--- config.mk ---
export PLATFORM = sky130hd
export DESIGN_NAME = core_id_reg_file
export DESIGN_NICKNAME = d
export VERILOG_FILES = /design/src/rtl/core_id_reg_file.sv
export SDC_FILE = /design/constraint.sdc
export NUM_CORES = 2
export LEC_CHECK = 0
export CORE_MARGIN = 4
export CORE_UTILIZATION = 50
export CTS_BUF_LIST = sky130_fd_sc_hd__clkbuf_4 sky130_fd_sc_hd__clkbuf_8
export CTS_CLUSTER_SIZE = 14
export DETAILED_ROUTE_END_ITERATION = 8
export PLACE_DENSITY = 0.66
export SETUP_SLACK_MARGIN = 0.3
export SKIP_LAST_GASP = 1
export SYNTH_ARGS = -nofsm -noshare
export SYNTH_HDL_FRONTEND = slang
export SYNTH_SLANG_ARGS = --single-unit
--- constraint.sdc ---
create_clock -name clk -period 3.4 [get_ports clk]
set_clock_uncertainty 0.1 [all_clocks]
set_input_delay 0.68 -clock clk [delete_from_list [all_inputs] [get_ports clk]]
set_output_delay 0.68 -clock clk [all_outputs]
set_load 0.05 [all_outputs]
--- src/rtl/core_id_reg_file.sv ---
// ID-stage register file: 32x32, two combinational read ports, one write port, reg 0 hardwired to zero.
// Reads have zero latency, with same-cycle write bypass. There is no backpressure; a write is accepted every cycle.
module core_id_reg_file #(
  parameter int DATA_W = 32,
  parameter int ADDR_W = 5
) (
  input  logic              clk,
  input  logic              rst,
  input  logic [ADDR_W-1:0] raddr1,
  input  logic [ADDR_W-1:0] raddr2,
  input  logic              rf_write,
  input  logic [ADDR_W-1:0] waddr,
  input  logic [DATA_W-1:0] data,
  output logic [DATA_W-1:0] rd_data1,
  output logic [DATA_W-1:0] rd_data2
);

  localparam int NREG = 1 << ADDR_W;

  logic [DATA_W-1:0] regs_q [NREG];
  logic [DATA_W-1:0] regs_d [NREG];
  logic              wr_en;

  assign wr_en = !rst && rf_write && (waddr != '0);

  always_comb begin
    for (int i = 0; i < NREG; i++) begin
      regs_d[i] = regs_q[i];
    end
    if (rst) begin
      for (int i = 0; i < NREG; i++) begin
        regs_d[i] = '0;
      end
    end else if (wr_en) begin
      regs_d[waddr] = data;
    end
  end

  always_ff @(posedge clk) begin
    for (int i = 0; i < NREG; i++) begin
      regs_q[i] <= regs_d[i];
    end
  end

  // wr_en already excludes reset and address 0, so bypass never leaks into those cases
  always_comb begin
    rd_data1 = '0;
    if (raddr1 != '0) begin
      if (wr_en && (waddr == raddr1)) rd_data1 = data;
      else                            rd_data1 = regs_q[raddr1];
    end
  end

  always_comb begin
    rd_data2 = '0;
    if (raddr2 != '0) begin
      if (wr_en && (waddr == raddr2)) rd_data2 = data;
      else                            rd_data2 = regs_q[raddr2];
    end
  end

endmodule

Word-level counts from Yosys, hierarchy flattened
Memory sizes are Yosys's and may differ from the RTL's.
Cells that the tools add are included.
{"block": "word_totals", "mem_count": 1, "inputBits": 50, "register_bits": 0, "ramBits": 1024, "elab_cells": 24}
{"name": "regs_q", "depth": 32, "width": 32, "rd": 34, "rd_clocked_by_memory_dff": 0, "write_ports": 32, "line_no": "20", "text": "logic [DATA_W-1:0] regs_q [NREG];"}
{"block": "op_classes", "reduce_logical": 9, "bitwise_logic": 1, "n_mux": 9, "n_lt_le_gt_ge": 2, "eq_ne": 2}
{"op": "2-to-1 mux 1024 bit", "count": 2}
{"op": "bitwise mux 1024 bit", "count": 1}
{"op": "demux 32 bit (select 5 bit)", "count": 1}
{"op": "2-to-1 mux 32 bit", "count": 5}
{"op": "nonzero test 5 bit", "count": 3}
{"op": "== test 5 bit", "count": 2}
{"op": ">= comparator 6 bit (second input constant)", "count": 1}
{"op": "less-than comparator 6 x 1 -> 1 bit (second input constant)", "count": 1}
{"op": "inverter 5 -> 6 bit", "count": 1}
{"op": "logical AND 1 bit", "count": 5}
{"op": "logical NOT 1 bit", "count": 1}

Longest topological paths before layout
{"block": "logic_depth", "word_depth": 8, "mapped_depth": 10}

Worst setup path before layout
Ideal clock, no wire load.
{"block": "synth_timing", "path_kind": "input port to output port", "from": "in raddr1[0]", "to": "out rd_data1[1]", "arrival_ns": 2.896, "path_slack_ns": -0.276, "required_time_ns": 2.620, "path_buffers": 3, "cell_stages": 9, "cell_sequence": "buf_4 > buf_8 > buf_8 > mux2i_1 > a221oi_1 > o21ai_1 > a2111oi_0 > a21oi_1 > o22ai_1"}
{"block": "synth_via", "elab_chain_len": 4, "word_cells_on_any_way": 6}
{"element": "start, declared", "line_no": "9", "text": "input logic [ADDR_W-1:0] raddr1,"}
{"element": "parallel branches: the longest is 3 deep, another holds memory (32 x 32 bit)"}
{"element": "2-to-1 mux 32 bit (*)", "line_no": "48", "text": "if (raddr1 != '0) begin"}
{"element": "end, declared", "line_no": "14", "text": "output logic [DATA_W-1:0] rd_data1,"}
Every way passes the cells marked *.

==> run_results.csv <==
group,metric,value,unit
run_status,outcome,"finished with violations",
run_status,violations,"design-rule violations, negative setup slack",
yosys,yosys_most_used_dff,"dfxtp_1",
global_route,first_global_vias,51793,
drt,via_per_inst,6.722,
cts,h-tree-depth,4,
drt,routed_wl,248200,um
cts,cts_inserted_buffers,175,
yosys,synth_area_leaders,"dfxtp_1, nand2_1, mux4_2",
worst_setup_path,critPathKind,"register to primary output",
pwr,ir_drop,0.3407,mV
sta,min_period_over_period,107.3,%
floorplan,std_cell_rows,118,
sta,setup_viol,55,
drt,drt.antenna.violating_nets,0,
finish,layout-drive-gt1-share,30.48,%
yosys,synth_area_per_cell,8.494,um2
hold_path,whs_path_depth,3,
worst_setup_path,arrival,2.87,ns
cts,clock_latency,0.89,ns
worst_setup_path,cp.required,2.62,ns
hold_path,hold_class,"input pin to register",
floorplan,start_util,50.53,%
worst_setup_path,end_kind,"primary output",
worst_setup_path,crit_fanout,2,
drt,vias,54803,
yosys,synth_area,0.05244,mm2
global_route,antenna_found_initial,9,
finish,largest_reg_flops,1024,
finish,fin_nets,6676,
yosys,yosysMostFrequentCell,"nand2_1",
placement,numPortBuffers,113,
cts,clockRootBuffer,"clkbuf_8",
finish,reg.largest.list,"regs_q: 1024 flops",
finish,largest-register,"regs_q",
cts,clockBufferDepth,3,
yosys,synth_seq_cells,1024,
yosys,syn-num-nets,6224,
global_route,grt_use_total,42.69,%
drt,wire_per_inst,30.44,um
drt,first_pass_iters,9,
yosys,seq_area_frac_synth,39.09,%
placement,place.gp.congestion,0.9737,
global_route,grt_pass1_wl,348700,um
drt,drt_iter0_drc,9443,
cts,path_clk_slew,0.06,ns
sta,rsz0062_at_grt,"yes",
floorplan,die_x,331.9,um
sta,worstMarginPinSlew,1.211,ns
yosys,synth_edf_count,0,
sta,relSlewSlack,19.30,%
pwr,totalPowerFinal,28.09,mW
sta,hold_viol,0,
sta,setup_slack,-0.2487,ns
cts,cts_num_sinks,1024,
floorplan,num_io_pins,114,
drt,drc,8,
placement,dp_slack,-0.9253,ns
finish,fillers,8002,
sta,fmax,274.1,MHz
floorplan,die_y,331.9,um
floorplan,core-area,0.1038,mm2
global_route,grt_max_degree,218,
yosys,yosysTopAreaCellShare,39.09,%
sta,fin_setup_tns,-6.231,ns
pwr,power_density,410.6,mW/mm2
run,maxCapViolCount,0,
worst_setup_path,worstSetupStartpointType,"register",
cts,cts_tree,"built",
sta,min_period,3.649,ns
floorplan,dieArea,0.1101,mm2
yosys,yosys.area.top_type,"dfxtp_1",
global_route,overflow,0,
worst_setup_path,reg2reg_depth,4,
pwr,p_leak,24.38,nW
yosys,yosysWarnings,0,
placement,dpl.hpwl,151900,um
yosys,synth_cell_types,52,
sta,hold_ws,0.3442,ns
sta,drv_slew,0,
finish,synthToLayoutAreaGrowth,30.47,%
yosys,yosys-top-cells-count,"nand2_1, a21oi_1, dfxtp_1",
yosys,synthArstFlopShare,0,%
yosys,synth_cells,6174,
## critical path: stages, from the launching register on
cell,delay (ns)
dfxtp_2,0.32
mux4_2,0.50
mux2_4,0.30
a221o_1,0.38
a32o_2,0.31
buf_12,0.16
## layout by cell type, fill, tap and decap left out, types with 13 or more instances in the layout
cell,synthesis,layout
nand2_2,0,35
nand2_1,2089,2052
mux2_4,0,23
dfxtp_2,0,170
a22oi_2,0,15
buf_16,0,31
a221oi_2,2,23
nor2_4,0,39
o22ai_1,22,13
dfxtp_1,1024,853
nor2b_1,41,37
clkdlybuf4s50_1,0,32
buf_8,4,18
o21ai_1,3,21
mux2i_2,0,21
clkbuf_8,0,220
buf_12,0,240
mux2i_1,371,342
a21oi_1,1076,1055
clkinv_2,0,18
a221o_1,48,42
buf_4,39,548
nor2_1,62,17
a22oi_1,72,57
o21ai_0,48,24
a22o_1,13,13
buf_6,4,47
o221ai_1,63,63
mux4_2,339,339
clkbuf_4,0,63
a32o_2,0,32
## power breakdown
| part | switching (mW) | leakage [nW] | internal [mW] | total, mW |
|---|---|---|---|---|
| Combinational | 2.27 | 14.0 | 1.56 | 3.83 |
| Clock | 5.39 | 2.02 | 6.79 | 12.2 |
| Sequential | 0.0367 | 8.34 | 12.0 | 12.1 |
| Total | 7.70 | 24.4 | 20.4 | 28.1 |
## routing by layer
| layer | wire, um | vias to the layer above | track usage (%) | part of all wire, % |
|---|---|---|---|---|
| li1 | - | 22567 | - | - |
| met1 | 83640 | 25778 | 52.46 | 34 |
| met2 | 99940 | 4908 | 59.69 | 40 |
| met3 | 40010 | 1544 | 16.62 | 16 |
| met4 | 24540 | 6 | 33.53 | 9.9 |
| met5 | 72 | - | 0 | 0.029 |
## per-stage QoR
step	utilization, %	instance area, um2	instances
2_1_floorplan	-	53150	6174
3_3_place_gp	58.17	60380	7605
3_5_place_dp	58.17	60380	7605
4_1_cts	64.54	66990	8056
5_1_grt	65.90	68400	8143
6_report	65.92	68420	8153
## timing repair
| action | in CTS | in global routing |
|---|---|---|
| setup buffers | 124 | 76 |
| hold buffers | 0 | 0 |
| gates cloned | 15 | 9 |
| endpoints found under the setup margin | 64 | 64 |
| pin swaps | 125 | 95 |
| gates resized for setup | 422 | 158 |
## worst paths after layout
| kind | start | endpoint | slack [ns] |
|---|---|---|---|
| setup / recovery | regs_q[13][4]$_SDFFE_PP0P_ | rd_data2[4] | -0.25 |
| hold / removal | data[18] | regs_q[1][18]$_SDFFE_PP0P_ | 0.34 |
| setup reg to reg | regs_q[27][29]$_SDFFE_PP0P_ | regs_q[27][29]$_SDFFE_PP0P_ | 2.46 |
| hold reg to reg | regs_q[14][12]$_SDFFE_PP0P_ | regs_q[14][12]$_SDFFE_PP0P_ | 0.36 |
## final cells by class
type,count,area [um2],share of cell area [%]
multi-input combinational,4484,30870,45.12
sequential,1024,20720,30.28
inverter,3,12.51,0.01829
clock buffer,281,3486,5.095
tap,1380,1727,2.524
timing repair buffer,938,11270,16.48
antenna,12,30.03,0.04389
clock inverter,31,302.8,0.4425
## kinds of logic (layout without fill, tap and decap cells)
logic type	Yosys count	count (layout)	synth area share [%]
simple gates	2269	2269	16.83
compound gates	1464	1464	16.21
flops	1024	1024	39.09
mux	741	741	22.31
buf+inv	666	1253	5.392
xor+xnor	10	10	0.1670
other cells	0	12	0
Power figures use the tool's default switching activity.
